**src/rtl/alu_issue_stage.sv**
```systemverilog
// Issue stage in front of a combinational N-bit ALU. It reads operands from a 4-entry register file,
// gives the ALU a full cycle to settle, then writes the result back and updates the carry and compare flags.
module alu_issue_stage #(
    parameter int N = 8
) (
    input  logic         clk,
    input  logic         rst,
    input  logic         instr_valid,
    output logic         instr_ready,
    input  logic [9:0]   instr,
    input  logic         ld_en,
    input  logic [1:0]   ld_addr,
    input  logic [N-1:0] ld_data,
    output logic [N-1:0] alu_a,
    output logic [N-1:0] alu_b,
    output logic [2:0]   alu_opcode,
    output logic         alu_cin,
    input  logic [N-1:0] alu_result,
    input  logic         alu_cout,
    input  logic         alu_cflag,
    output logic         wb_valid,
    output logic [1:0]   wb_addr,
    output logic [N-1:0] wb_data,
    output logic         carry_flag,
    output logic         cmp_flag
);

    localparam logic [2:0] OP_ADD = 3'b000;
    localparam logic [2:0] OP_SUB = 3'b001;
    localparam logic [2:0] OP_CMP = 3'b101;

    typedef enum logic {
        IDLE,
        ISSUE
    } state_t;

    state_t       state;
    state_t       next_state;
    logic [N-1:0] rf [4];
    logic [1:0]   rd_q;
    logic         accept;
    logic         retire;
    logic         rf_write;

    always_ff @(posedge clk) begin
        if (rst) state <= IDLE;
        else     state <= next_state;
    end

    always_comb begin
        next_state  = state;
        instr_ready = 1'b0;
        accept      = 1'b0;
        retire      = 1'b0;
        case (state)
            IDLE: begin
                instr_ready = 1'b1;
                if (instr_valid) begin
                    accept     = 1'b1;
                    next_state = ISSUE;
                end
            end
            ISSUE: begin
                retire     = 1'b1;
                next_state = IDLE;
            end
            default: next_state = IDLE;
        endcase
    end

    // alu_opcode stays stable through ISSUE, so it doubles as the latched opcode.
    assign rf_write = retire && (alu_opcode != OP_CMP);

    // The write-back is placed after the external load so it wins on an address collision.
    always_ff @(posedge clk) begin
        if (rst) begin
            for (int i = 0; i < 4; i++) rf[i] <= '0;
            rd_q       <= '0;
            alu_a      <= '0;
            alu_b      <= '0;
            alu_opcode <= '0;
            alu_cin    <= 1'b0;
            wb_valid   <= 1'b0;
            wb_addr    <= '0;
            wb_data    <= '0;
            carry_flag <= 1'b0;
            cmp_flag   <= 1'b0;
        end else begin
            if (ld_en) rf[ld_addr] <= ld_data;
            if (accept) begin
                rd_q       <= instr[6:5];
                alu_a      <= rf[instr[4:3]];
                alu_b      <= rf[instr[2:1]];
                alu_opcode <= instr[9:7];
                alu_cin    <= instr[0] & carry_flag;
            end
            wb_valid <= retire;
            if (retire) begin
                wb_addr <= rd_q;
                wb_data <= alu_result;
                if (rf_write) rf[rd_q] <= alu_result;
                if (alu_opcode == OP_ADD || alu_opcode == OP_SUB) carry_flag <= alu_cout;
                if (alu_opcode == OP_CMP) cmp_flag <= alu_cflag;
            end
        end
    end

endmodule
```
**config.mk**
```make
export PLATFORM = sky130hd
export DESIGN_NAME = alu_issue_stage
export DESIGN_NICKNAME = d
export VERILOG_FILES = /design/src/rtl/alu_issue_stage.sv
export SDC_FILE = /design/constraint.sdc
export NUM_CORES = 1
export LEC_CHECK = 0
export ABC_AREA = 1
export BUFFER_PORTS_ARGS = -buffer_cell sky130_fd_sc_hd__buf_2
export CAP_MARGIN = 40
export CORE_MARGIN = 5
export CORE_UTILIZATION = 60
export DETAILED_ROUTE_END_ITERATION = 12
export GPL_ROUTABILITY_DRIVEN = 0
export PLACE_DENSITY = 0.85
export SLEW_MARGIN = 20
export SYNTH_ARGS = -nofsm -noshare
export SYNTH_HDL_FRONTEND = slang
export SYNTH_SLANG_ARGS = --single-unit
```
**constraint.sdc**
```tcl
create_clock -name clk -period 3.72 [get_ports clk]
set_clock_uncertainty 0.15 [all_clocks]
set_input_delay 0.744 -clock clk [delete_from_list [all_inputs] [get_ports clk]]
set_output_delay 0.744 -clock clk [all_outputs]
set_load 0.05 [all_outputs]
```
==> results of run 1 <==
## per-layer routing
| layer | up-vias | part of all wire (%) | GRT usage [%] |
|---|---|---|---|
| li1 | 1714 | - | - |
| met1 | 1548 | 38 | 31.57 |
| met2 | 221 | 47 | 42.53 |
| met3 | 55 | 9.1 | 5.833 |
| met4 | 0 | 5.3 | 14.64 |
| met5 | - | 0 | 0 |
## power by group through the flow
stage                     combinational, W  clock [W]  sequential, W
after floorplan                   0.000162          0       0.000960
after global placement            0.000330          0       0.000876
after detailed placement          0.000336          0       0.000878
after CTS                         0.000339   0.000666       0.000861
after global routing              0.000374   0.000699       0.000867
final                             0.000342   0.000661       0.000861
## cell usage after synthesis (3+ instances only)
| master | n |
|---|---|
| sky130_fd_sc_hd__a21oi_1 | 16 |
| sky130_fd_sc_hd__nor2_2 | 5 |
| sky130_fd_sc_hd__inv_2 | 3 |
| sky130_fd_sc_hd__dfxtp_1 | 36 |
| sky130_fd_sc_hd__o21ai_0 | 16 |
| sky130_fd_sc_hd__clkbuf_1 | 9 |
| sky130_fd_sc_hd__nand2_1 | 120 |
| sky130_fd_sc_hd__nor2_1 | 47 |
| sky130_fd_sc_hd__edfxtp_1 | 32 |
| sky130_fd_sc_hd__nand4_1 | 25 |
| sky130_fd_sc_hd__buf_2 | 11 |
| sky130_fd_sc_hd__buf_4 | 3 |
| sky130_fd_sc_hd__nand3_1 | 78 |
| sky130_fd_sc_hd__inv_1 | 75 |
| sky130_fd_sc_hd__o21ai_1 | 8 |
## layout make-up
cell class	instances	area (sq um)
Multi-Input combinational cell	323	1510
Clock buffer	11	173.9
Inverter	78	292.8
Tap cell	75	93.84
Clock inverter	5	45.04
Sequential cell	68	1682
Fill cell	470	1738
Timing Repair Buffer	69	350.3
## worst min path at each step
stage,end,slack [ps],depth (start not counted)
6_report,carry_flag,320,2
5_1_grt,carry_flag,340,2
4_1_cts,carry_flag,330,2
3_5_place_dp,carry_flag,310,2
3_3_place_gp,carry_flag,300,2
2_1_floorplan,carry_flag,370,2
## cell usage in the layout (no fill, tap or decap), drive strengths merged
master,count
edfxtp,32
nand3b,1
dfxtp,36
nor2,53
nand3,82
clkbuf,11
nand4,25
nand2,121
inv,81
a21oi,16
buf,69
clkinvlp,1
o21ai,24
nor3,1
clkinv,1
## cell families after synthesis
| family | Yosys count |
|---|---|
| DFF | 68 |
| AOI/OAI and AO/OA | 40 |
| and+or+nand+nor | 283 |
| buffers and inverters | 103 |
## stage by stage
step / worst slack, ps / instance area (sq um)
3_3_place_gp: 1198 / 3929
3_5_place_dp: 1117 / 3929
5_1_grt: 1014 / 4148
4_1_cts: 1218 / 4148
2_1_floorplan: 1768 / 3618
6_report: 1163 / 4148
## state kept, by name, summed over array words and instances (netlist names)
signal,cells
alu_a,8
alu_b,8
alu_cin,1
alu_opcode,3
carry_flag,1
cmp_flag,1
rd_q,2
rf,32
state,1
wb_addr,2
wb_data,8
wb_valid,1
## worst max-delay path: stages (launching register included)
cell,delay (ps)
sky130_fd_sc_hd__dfxtp_1,770
sky130_fd_sc_hd__inv_2,150
sky130_fd_sc_hd__nor2_4,230
sky130_fd_sc_hd__buf_4,300
sky130_fd_sc_hd__nand3_2,220
sky130_fd_sc_hd__nand2_1,380
==> flow_metrics.env, run 1 <==
export IMPL_largest_net_degree_at_the_start_of_global_routing=34
export IMPL_timing_critical_path_to_type="register"
export IMPL_timing_max_transition_violations_final=0
export IMPL_cp_endpoint="rf[0][1]"
export IMPL_ir_worst_vdd_mv=0.3513
export IMPL_postLayoutCoreUtil_pct=70.47
export IMPL_syn2layout_area_growth_pct=14.63
export IMPL_global_route_wire_length_before_repair_mm=15.30
export IMPL_core_area_sq_um=5886
export IMPL_vias_per_std_cell=5.625
export IMPL_cts_buffers=9
export IMPL_rr_worst_depth=5
export IMPL_synth_warning_count=0
export IMPL_timing_critical_path_fanout_max=23
export IMPL_stdcell_count=629
export IMPL_synth_top_cell_by_area="sky130_fd_sc_hd__edfxtp_1"
export IMPL_ys_ff_latch=68
export IMPL_criticalPathCategory="register to register"
export IMPL_rr_startpoint="state"
export IMPL_power_leakage_nw=2.148
export IMPL_seq_power_share_pct=46.2
export IMPL_postSynth_asyncResetShare_pct=0
export IMPL_clock_insertion_delay_worst_skew_ps=360
export IMPL_cap_violations=0
export IMPL_final_antenna_net_count=0
export IMPL_htreeDepth=3
export IMPL_wl_final_mm=9.508
export IMPL_netSwitchingFraction_pct=32.71
export IMPL_vias_in_the_first_global_route=3259
export IMPL_clockPowerShare_pct=35.5
export IMPL_ctsResizeCount=0
export IMPL_firstDrtPassIters=5
export IMPL_internal_power_w=0.001254
export IMPL_clock_root_buffer="sky130_fd_sc_hd__clkbuf_8"
export IMPL_antennaDiodeCount=0
export IMPL_cts_sinks=68
export IMPL_worst_setup_hold_path_clk_slew_ps=80
export IMPL_fin_tns_setup_ps=0
export IMPL_io_pin_count=68
export IMPL_synth_edff_count=32
export IMPL_layout_worst_path_cycle_share_pct=68.74
export IMPL_postCtsSetupBuffers=0
export IMPL_port_buffer_count=67
export IMPL_cts_tree="yes"
export IMPL_post_cts_hold_buffer_count=0
export IMPL_drt_iter0_markers=277
export IMPL_timing_hold_worst_class="register to register"
export IMPL_clock_path_buffers=2
export IMPL_report_final_setup_viol=0
export IMPL_fraction_of_the_mapped_netlist_area_in_compound_gates_pct=5.533
export IMPL_y_dimension_of_the_die_um=87.66
export IMPL_primary_ff_master_synth="sky130_fd_sc_hd__dfxtp_1"
export IMPL_dp_final_hpwl_mm=6.842
export IMPL_reg_to_reg_endpoint="rf[0][1]"
export IMPL_simple_gate_portion_of_the_synthesized_area_pct=36.20
export IMPL_power_per_cell_area_nw_per_um2=449.4
export IMPL_largest_family_of_logic_cells_by_synthesized_area="simple AND/OR/NAND/NOR gates"
export IMPL_placed_cells=613
export IMPL_num_vias=3538
export IMPL_hold_worst_slack_ps=324.7
export IMPL_worst_setup_sp_type="register"
export IMPL_yosys_area_share_adder_pct=0
export IMPL_combinationalPowerShare_pct=18.4
export IMPL_min_period_ps=2557
export IMPL_net_switching_power_w=0.0006097
export IMPL_synth_nets=528
export IMPL_max_slew_margin_rel_pct=53.73
export IMPL_hold_viol_final=0
export IMPL_grt_remaining_overflow=0
export IMPL_avgSynthCellArea_sq_um=7.325
export IMPL_origin_of_the_worst_setup_path="state"
export IMPL_die_area_sq_um=7684
export IMPL_ff2ff_setup_slack_ps=1160
export IMPL_route_detailed_wl_per_inst_um=15.12
export IMPL_drive_gt1_share_pct=18.23
export IMPL_yosysUniqueCellTypes=22
export IMPL_run_status="complete, no violations"
export IMPL_grtUsageTotal_pct=25.98
export IMPL_synth_seq_area_share_pct=46.47
export IMPL_worst_ep_arrival_time_ps=2420
export IMPL_drc_errors=0
export IMPL_worstHoldStart="carry_flag"
export IMPL_design_power_total_w=0.001864
export IMPL_max_clock_freq_mhz=391.1
export IMPL_worstPathRequired_ps=3580
export IMPL_synthesis_instances=494
export IMPL_synth_area_leaders="sky130_fd_sc_hd__edfxtp_1, sky130_fd_sc_hd__dfxtp_1, sky130_fd_sc_hd__nand2_1"
export IMPL_synth_xor_area_share_pct=0
export IMPL_synth_mux_area_fraction_pct=0
export IMPL_num_rows=28
export IMPL_antenna_found_initial=0
export IMPL_synth_top_area_share_pct=26.56
export IMPL_start_util_pct=61.48
export IMPL_num_nets_final=583
export IMPL_dieWidth_um=87.66
export IMPL_tightest_pin_transition_ps=693.0
export IMPL_synth_cell_area_sq_um=3618
export IMPL_unrepaired_setup_endpoints_after_global_routing="no"
Note: power is estimated with default switching activity, not from simulation.
==> run 2: changes to the inputs <==
- ABC_AREA: 1 -> 0
- CORE_UTILIZATION: 60 -> 49
- PLACE_DENSITY: 0.85 -> 0.76
- clock period: 3.72 -> 2.1 ns (I/O delays scaled with it)
==> run 2 against run 1 <==
Utilization is 10 points lower. Area after synthesis is 10% lower. Final cell count is 29% lower. Largest cell class unchanged. Total power is 57% higher. Count of clock-buffer cells in the layout is 3 higher. Clock power is 51% higher.
==> flow_metrics.env, run 2 <==
export IMPL_run_status="complete, no violations"
export IMPL_dieWidth_um=91.42
export IMPL_grt_remaining_overflow=0
export IMPL_worst_setup_sp_type="register"
export IMPL_hold_worst_slack_ps=168.8
export IMPL_cts_sinks=68
export IMPL_drive_gt1_share_pct=30.79
export IMPL_grtUsageTotal_pct=17.47
export IMPL_tightest_pin_transition_ps=368.9
export IMPL_antenna_found_initial=0
export IMPL_mostFrequentLayoutCell="sky130_fd_sc_hd__nand2_1"
export IMPL_cts_tree="yes"
export IMPL_vias_in_the_first_global_route=2346
export IMPL_num_vias=2351
export IMPL_synth_top_cell_by_area="sky130_fd_sc_hd__edfxtp_1"
export IMPL_htreeDepth=3
export IMPL_top_register="rf"
export IMPL_post_synth_most_frequent_cells="sky130_fd_sc_hd__nand2_1, sky130_fd_sc_hd__mux2i_1, sky130_fd_sc_hd__dfxtp_1"
export IMPL_synthesis_instances=292
export IMPL_ir_worst_vdd_mv=0.3802
export IMPL_min_to="alu_opcode[0]"
export IMPL_layout_worst_path_cycle_share_pct=84.76
export IMPL_max_clock_freq_mhz=561.8
export IMPL_fin_tns_setup_ps=0
export IMPL_unrepaired_setup_endpoints_after_global_routing="no"
export IMPL_yosysUniqueCellTypes=24
export IMPL_clock_root_buffer="sky130_fd_sc_hd__clkbuf_8"
export IMPL_antennaDiodeCount=0
export IMPL_fill_count=535
export IMPL_worst_setup_hold_path_clk_slew_ps=70
export IMPL_timing_max_transition_violations_final=0
export IMPL_rr_startpoint="alu_opcode[1]"
export IMPL_postLayoutCoreUtil_pct=60.29
export IMPL_die_area_sq_um=8357
export IMPL_synth_nets=326
export IMPL_power_leakage_nw=1.737
export IMPL_ctsResizeCount=0
export IMPL_largest_net_degree_at_the_start_of_global_routing=27
export IMPL_io_pin_count=68
export IMPL_synth_seq_area_share_pct=51.77
export IMPL_power_per_cell_area_nw_per_um2=761.7
export IMPL_cap_violations=0
export IMPL_synth_edff_count=32
export IMPL_y_dimension_of_the_die_um=91.42
export IMPL_most_common_layout_cells="sky130_fd_sc_hd__nand2_1, sky130_fd_sc_hd__buf_2, sky130_fd_sc_hd__mux2i_1, sky130_fd_sc_hd__dfxtp_1, sky130_fd_sc_hd__edfxtp_1"
export IMPL_max_slew_margin_rel_pct=75.41
export IMPL_ff2ff_setup_slack_ps=360
export IMPL_timing_critical_path_to_type="output pin"
export IMPL_vias_per_std_cell=5.295
export IMPL_dp_final_hpwl_mm=5.379
export IMPL_reg_to_reg_endpoint="rf[3][7]"
export IMPL_start_util_pct=50.86
export IMPL_firstDrtPassIters=4
export IMPL_drc_errors=0
export IMPL_clock_insertion_delay_worst_skew_ps=340
export IMPL_avgSynthCellArea_sq_um=11.12
export IMPL_min_period_ps=1780
export IMPL_worst_ep_arrival_time_ps=1210
export IMPL_num_nets_final=396
export IMPL_rr_worst_depth=3
export IMPL_largest_register_ff_count=32
export IMPL_route_detailed_wl_per_inst_um=15.56
export IMPL_hold_path_depth=3
export IMPL_report_final_setup_viol=0
export IMPL_post_place_ws_ps=234.3
export IMPL_clock_path_buffers=2
export IMPL_hold_viol_final=0
export IMPL_worstHoldStart="instr[7]"
export IMPL_synth_warning_count=0
export IMPL_drt_iter0_markers=99
export IMPL_worstPathRequired_ps=1530
export IMPL_postCtsSetupBuffers=0
export IMPL_timing_hold_worst_class="input pin to register"
export IMPL_syn2layout_area_growth_pct=18.53
export IMPL_wl_final_mm=6.909
export IMPL_primary_ff_master_synth="sky130_fd_sc_hd__dfxtp_1"
export IMPL_synth_top_area_share_pct=29.58
export IMPL_criticalPathCategory="register to output pin"
export IMPL_synth_cell_area_sq_um=3248
export IMPL_post_cts_hold_buffer_count=0
export IMPL_timing_final_ws_setup_ps=320.0
export IMPL_port_buffer_count=67
export IMPL_num_rows=29
export IMPL_post_synth_top_count_cell="sky130_fd_sc_hd__nand2_1"
export IMPL_postSynth_asyncResetShare_pct=0
export IMPL_core_area_sq_um=6386
export IMPL_timing_critical_path_fanout_max=15
export IMPL_global_route_wire_length_before_repair_mm=11.58
export IMPL_cts_buffers=9
export IMPL_synth_area_leaders="sky130_fd_sc_hd__edfxtp_1, sky130_fd_sc_hd__dfxtp_1, sky130_fd_sc_hd__mux2i_1"
export IMPL_final_antenna_net_count=0
export IMPL_ys_ff_latch=68
run 2: cell count changes after synthesis, moves of 25 or more:
| cell | previous run | this run |
|---|---|---|
| sky130_fd_sc_hd__nand3_1 | 78 | 2 |
| sky130_fd_sc_hd__inv_1 | 75 | 9 |
| sky130_fd_sc_hd__mux2i_1 | 0 | 44 |
| sky130_fd_sc_hd__nand2_1 | 120 | 78 |
| sky130_fd_sc_hd__nor2_1 | 47 | 17 |
| sky130_fd_sc_hd__nand4_1 | 25 | 0 |
run 2: per-stage QoR:
stage | cell area, sq um | std cells | power (W)
after floorplan | 3248 | 292 | 0.001839
after global placement | 3669 | 428 | 0.001954
after detailed placement | 3669 | 428 | 0.001969
after CTS | 3850 | 444 | 0.002953
after global routing | 3850 | 444 | 0.003069
final | 3850 | 444 | 0.002933
run 2: critical path: stages, from the launching register on:
cell and delay (ps):
sky130_fd_sc_hd__dfxtp_1 340, sky130_fd_sc_hd__buf_4 270, sky130_fd_sc_hd__inv_1 60, sky130_fd_sc_hd__buf_2 210
run 2: where the power goes:
| group | internal, W | switching (W) |
|---|---|---|
| sequential | 0.00146 | 0.0000425 |
| combinational | 0.000157 | 0.000273 |
| clock | 0.000522 | 0.000474 |
| total | 0.00214 | 0.000790 |
run 2: cell families after synthesis:
family / share of synthesized area (%)
simple gates: 15.25
mux: 24.65
flops: 51.77
buf+inv: 4.622
compound gates: 3.698
run 2: layer usage:
layer	wire length (um)	track usage, %
met5	0	0
met4	97	8.313
met3	416	3.719
met2	3189	27.33
met1	3206	23.07
run 2: final cells by class:
type                       instances  area, sq um  share of cell area [%]
clock buffer                      14        172.7                   4.485
clock inverter                     2        8.758                  0.2275
inverter                           9        33.78                  0.8775
multi-input combinational        193         1416                   36.79
sequential                        68         1682                   43.68
tap                               77        96.34                   2.502
timing repair buffer              81        440.4                   11.44
run 2: how the worst max path moves through the flow:
stage	endpoint	slack [ps]	cells after the start	startpoint
6_report	instr_ready	320	3	state
5_1_grt	alu_b[0]	240	5	state
4_1_cts	instr_ready	300	3	state
3_5_place_dp	rf[3][1]	230	4	rst
3_3_place_gp	rf[3][1]	270	4	rst
2_1_floorplan	rf[3][0]	20	4	alu_opcode[2]
